**config.mk**
```make
export PLATFORM = sky130hd
export DESIGN_NAME = neuron_top
export DESIGN_NICKNAME = d
export VERILOG_FILES = /design/src/rtl/neuron_top.sv
export SDC_FILE = /design/constraint.sdc
export NUM_CORES = 2
export LEC_CHECK = 0
export ABC_AREA = 1
export BUFFER_PORTS_ARGS = -buffer_cell sky130_fd_sc_hd__buf_4
export CORE_MARGIN = 4
export CORE_UTILIZATION = 35
export DETAILED_ROUTE_END_ITERATION = 10
export SYNTH_ARGS = -nofsm -noshare
export SYNTH_HDL_FRONTEND = slang
export SYNTH_SLANG_ARGS = --single-unit
```
**constraint.sdc**
```tcl
create_clock -name clk -period 20.4 [get_ports clk]
set_input_delay 4.08 -clock clk [delete_from_list [all_inputs] [get_ports clk]]
set_output_delay 4.08 -clock clk [all_outputs]
set_load 0.01 [all_outputs]
```
**src/rtl/neuron_top.sv**
```systemverilog
// ============================================================================
// Module   : neuron_top
// Brief    : Single-neuron dot product to saturated sigmoid-LUT address, 3-stage pipeline.
//            Optional macro NEURON_TOP_ROUND_EN: round-half-up before the Q.8 rescale.
// Revision : 1.0  initial release
// ============================================================================
`default_nettype none

module neuron_top #(
  parameter int MAX_NEURONS = 10,
  parameter int WEIGHT_SIZE = 17,
  parameter int INPUT_SIZE  = 9,
  parameter int FRACTION    = 8,
  parameter int ADDR_SIZE   = 10
) (
  input  logic                               clk,
  input  logic                               rst,
  input  logic                               enable,
  input  logic [$clog2(MAX_NEURONS)-1:0]     input_signals,
  input  logic [MAX_NEURONS*WEIGHT_SIZE-1:0] weights,
  input  logic [MAX_NEURONS*INPUT_SIZE-1:0]  inputs,
  output logic [ADDR_SIZE-1:0]               addr,
  output logic                               lut_valid
);

  localparam int PROD_W = WEIGHT_SIZE + INPUT_SIZE;
  localparam int SUM_W  = PROD_W + $clog2(MAX_NEURONS);

  localparam logic signed [SUM_W-1:0] C_ADDR_MAX = SUM_W'((2 ** (ADDR_SIZE - 1)) - 1);
  localparam logic signed [SUM_W-1:0] C_ADDR_MIN = -SUM_W'(2 ** (ADDR_SIZE - 1));
`ifdef NEURON_TOP_ROUND_EN
  localparam logic signed [SUM_W-1:0] C_ROUND    = SUM_W'(2 ** (FRACTION - 1));
`else
  localparam logic signed [SUM_W-1:0] C_ROUND    = '0;
`endif

  logic signed [PROD_W-1:0] w_prod [MAX_NEURONS];
  logic signed [PROD_W-1:0] r_prod [MAX_NEURONS];
  logic signed [SUM_W-1:0]  w_sum;
  logic signed [SUM_W-1:0]  r_sum;
  logic signed [SUM_W-1:0]  w_scaled;
  logic [ADDR_SIZE-1:0]     w_addr;
  logic                     r_v1;
  logic                     r_v2;

  // Counts above MAX_NEURONS need no explicit clamp: every lane index is below them.
  generate
    for (genvar gi = 0; gi < MAX_NEURONS; gi++) begin : g_lane
      localparam logic [31:0] c_lane_idx = gi;
      logic signed [WEIGHT_SIZE-1:0] w_wt;
      logic signed [INPUT_SIZE-1:0]  w_in;
      logic signed [PROD_W-1:0]      w_mul;
      logic                          w_active;

      assign w_wt       = weights[gi*WEIGHT_SIZE +: WEIGHT_SIZE];
      assign w_in       = inputs[gi*INPUT_SIZE +: INPUT_SIZE];
      assign w_mul      = PROD_W'(w_wt) * PROD_W'(w_in);
      assign w_active   = (c_lane_idx < 32'(input_signals));
      assign w_prod[gi] = w_active ? w_mul : '0;
    end
  endgenerate

  always_comb begin
    w_sum = '0;
    for (int i = 0; i < MAX_NEURONS; i++) begin
      w_sum = w_sum + SUM_W'(r_prod[i]);
    end
  end

  // Arithmetic shift floors toward minus infinity; the optional bias turns it into round-half-up.
  assign w_scaled = (r_sum + C_ROUND) >>> FRACTION;

  always_comb begin
    w_addr = '0;
    if (w_scaled > C_ADDR_MAX) begin
      w_addr = '1;
    end else if (w_scaled < C_ADDR_MIN) begin
      w_addr = '0;
    end else begin
      w_addr = ADDR_SIZE'(w_scaled - C_ADDR_MIN);
    end
  end

  always_ff @(posedge clk) begin
    if (rst) begin
      r_v1 <= 1'b0;
      for (int i = 0; i < MAX_NEURONS; i++) begin
        r_prod[i] <= '0;
      end
    end else begin
      r_v1 <= enable;
      if (enable) begin
        for (int i = 0; i < MAX_NEURONS; i++) begin
          r_prod[i] <= w_prod[i];
        end
      end
    end
  end

  always_ff @(posedge clk) begin
    if (rst) begin
      r_v2  <= 1'b0;
      r_sum <= '0;
    end else begin
      r_v2 <= r_v1;
      if (r_v1) begin
        r_sum <= w_sum;
      end
    end
  end

  always_ff @(posedge clk) begin
    if (rst) begin
      lut_valid <= 1'b0;
      addr      <= '0;
    end else begin
      lut_valid <= r_v2;
      if (r_v2) begin
        addr <= w_addr;
      end
    end
  end

endmodule

`default_nettype wire

```
==> impl_results.rst <==
.. list-table::
   :header-rows: 1

   * - Metric
     - Value
   * - Final wirelength
     - 205000 µm
   * - Mux cell area share after synthesis
     - 0%
   * - Number of top-level design ports
     - 278
   * - Area share of and/or/nand/nor cells after synthesis
     - 17.6%
   * - Synth Area in Compound Gates
     - under 10%
   * - Synthesized Nets
     - 11657
   * - Unrepaired setup endpoints after global routing
     - false
   * - Final global-route overflow total
     - 0
   * - Clock Path Buffers
     - 3
   * - Estimated wirelength of the detail-placed design
     - roughly 180000 µm
   * - Post-detailed-route DRC marker count
     - 0
   * - Kind of start point of the critical path
     - input port
   * - Number of inserted filler cells in the final layout
     - 21650
   * - Met3 capacity usage during global routing
     - 2.90%
   * - Sequential share of the synthesized area
     - 11.5%
   * - TritonCTS buffer count
     - 34
   * - Number of non-filler instances in the completed layout
     - 12135
   * - CTS root buf
     - clkbuf_16
   * - Status
     - complete, no violations
   * - Final Wtd Congestion
     - 0.923
   * - Total setup buffers inserted after CTS
     - 0
   * - Netlist area before placement
     - 74000 µm²
   * - Maxcap violations
     - 0
   * - Met1 GRT Util
     - 26.4%
   * - Port Buf Inserts
     - 277
   * - Post-synthesis adder-cell area fraction
     - 49.5%
   * - Setup Total Neg Slack
     - 0 ns
   * - Pin count of the biggest net entering global routing
     - 80
   * - Post-layout minimum cycle time
     - between 9 and 10 ns
   * - Wire length of the first global-routing pass
     - 334000 µm
   * - Worst min path class
     - reg -> reg
   * - Setup clock skew after layout
     - 0.0359 ns
   * - 1st-iter DRT viols
     - 3549
   * - TritonRoute pass-1 iters
     - 6
   * - PostCTS Resize Cnt
     - 0
   * - Top area cells in the synthesized netlist
     - fa_1 (40%), inv_1 (13%), nand2_1 (12%), edfxtp_1 (11%), ha_1 (9.7%)
   * - Flip-flop and latch area
     - 8510 µm²
   * - Gate count of the mapped netlist
     - 9348
   * - Layout cell share with drive strength beyond 1
     - under 10%
   * - TritonCTS clock tree
     - done
   * - Placeable Area
     - 210000 µm²
   * - Initial Utilization
     - 35.2%
   * - Clock-pin slew on the worst setup and hold paths
     - 0.07 ns
   * - Antenna violations before repair
     - 21
   * - Hold violation count in the final report
     - 0
   * - Worst Setup Path Type
     - in -> reg
   * - Most used cells in the layout excluding fill and tap cells
     - inv_1 (2576), nand2_1 (2319), fa_1 (1471)
   * - Area leader, netlist
     - fa_1
   * - Synthesized area per cell
     - 7.91 µm²
   * - Relative slew slack
     - 27.5%
   * - Synthesized flop and latch total
     - 295
   * - Fin nets
     - 11602
   * - Number of cells after detailed placement
     - 12062
   * - Number of vias per cell
     - between 4 and 5
   * - Yosys warning count
     - 0
   * - Die area
     - 219000 µm²
   * - Post-route antenna net violation count
     - 0
   * - Horiz. Die Dim
     - 468 µm
   * - Clk Latency, worst-skew pair
     - slightly below 0.6 ns
   * - GRT busiest layer
     - met2
   * - Global-route met2 utilization
     - about a third
   * - Critical path peak fanout
     - 17
   * - Post-synthesis to final-layout area growth
     - 7.15%
   * - Non-Filler Cell Area, Final
     - 79200 µm²
   * - All-Layer GR Usage
     - 19.1%
   * - Std cell rows
     - between 150 and 200
   * - Per-cell routed wire length
     - 16.9 µm
   * - Final setup violation count
     - 0
   * - Worst-Margin Slew
     - 1.09 ns
   * - Post-placement worst setup slack
     - 10.90 ns
   * - Leading cell type in the layout, fill and taps excluded
     - inv_1
   * - Fmax
     - about 110 MHz
   * - Share of Yosys cell area claimed by the top area cell type
     - between 30% and 40%
   * - Via count of the first global-routing pass
     - 60464
   * - Arrival time reported for the critical path endpoint
     - 9.40 ns
   * - Part of the cycle the worst path needs
     - 44.3%
   * - Total vias in the final route
     - 56958
   * - Share of the synthesized netlist area taken by xor and xnor gates
     - 0.900%
   * - Area of combinational cells with multiple inputs
     - 54300 µm²
   * - Number of distinct library cells after synthesis
     - 37
   * - Required arrival time at the worst endpoint
     - 20.76 ns
   * - Final slew viol count
     - 0
   * - Worst Setup End Kind
     - flop
   * - Clock sinks
     - roughly 300
   * - Instance area after placement
     - 78100 µm²
   * - Worst setup slack after layout
     - 11.36 ns
   * - Floorplan die height
     - between 400 and 500 µm
   * - Main combinational cell family by area after synthesis
     - adder cells
   * - Number of H-tree branching levels
     - 2
   * - # hold bufs at CTS
     - 0
[layout make-up]
cell class	instances	area share [%]
multi-input cells	6098	68.5
clock buffers	40	1.11
repair buffers	281	2.66
flip-flops and latches	295	10.7
diodes	11	0.0347
clock inverters	22	0.278
inverters	2583	12.2
well taps	2805	4.43
[routing by layer]
metal,vias to the layer above,part of all wire (%),wire (µm)
met1,28251,45,91900
met2,1381,48,98100
met5,-,0.048,98
li1,27137,-,-
met3,173,5.7,11700
met4,16,1.6,3200
[flip-flops by register name, summed over array words and instances, names as in the netlist]
register,count
addr,10
lut_valid,1
r_prod,260
r_sum,22
r_v1,1
r_v2,1
[cell usage after synthesis (all sizes together)]
cell	count
o21a	26
nand4	69
o21bai	10
ha	571
o31ai	1
buf	31
fa	1471
a21boi	3
or2	84
and2	3
nand3b	11
a21o	23
clkbuf	341
inv	2583
nor3b	1
xnor2	44
a31oi	10
a21oi	439
o21ai	212
xor2	32
edfxtp	260
nand2	2321
dfxtp	35
o211ai	7
nand3	212
and3	2
nor2	508
nor3	38
[final timing paths]
| path | start | end | slack [ns] | cells after the start |
|---|---|---|---|---|
| hold reg to reg | addr[5] | addr[5] | 0.47 | 2 |
| hold / removal | addr[5] | addr[5] | 0.47 | 2 |
| setup reg to reg | r_prod[7][18] | r_sum[29] | 15.15 | 20 |
| setup / recovery | inputs[44] | r_prod[4][21] | 11.36 | 17 |
[kinds of logic (layout without fill, tap and decap cells)]
kind of cell    count (synthesis)  after routing
flops                         295            295
buf+inv                      2955           2926
fa+ha+maj                    2042           2042
simple gates                 3249           3249
compound gates                731            731
xor+xnor                       76             76
other cells                     0             11
[stage by stage]
stage	util, %	hold WS (ns)
detailed placement	37.2	0.464
global route	37.7	0.501
global placement	37.2	0.457
floorplan	-	0.449
finish	37.7	0.472
CTS	37.7	0.472
[critical path, stage by stage]
cell	delay, ns
buf_4	0.13
inv_1	0.43
or2_2	0.22
fa_1	0.43
fa_1	0.49
inv_1	0.05
fa_1	0.46
fa_1	0.63
fa_1	0.58
ha_1	0.41
a21oi_1	0.26
nand2_1	0.21
a21oi_1	0.37
inv_1	0.12
nand3_1	0.11
nand3_1	0.08
a21oi_1	0.33
Power is not shown: default switching activity piles up to over one toggle a cycle in this logic, so the estimate is an artifact.
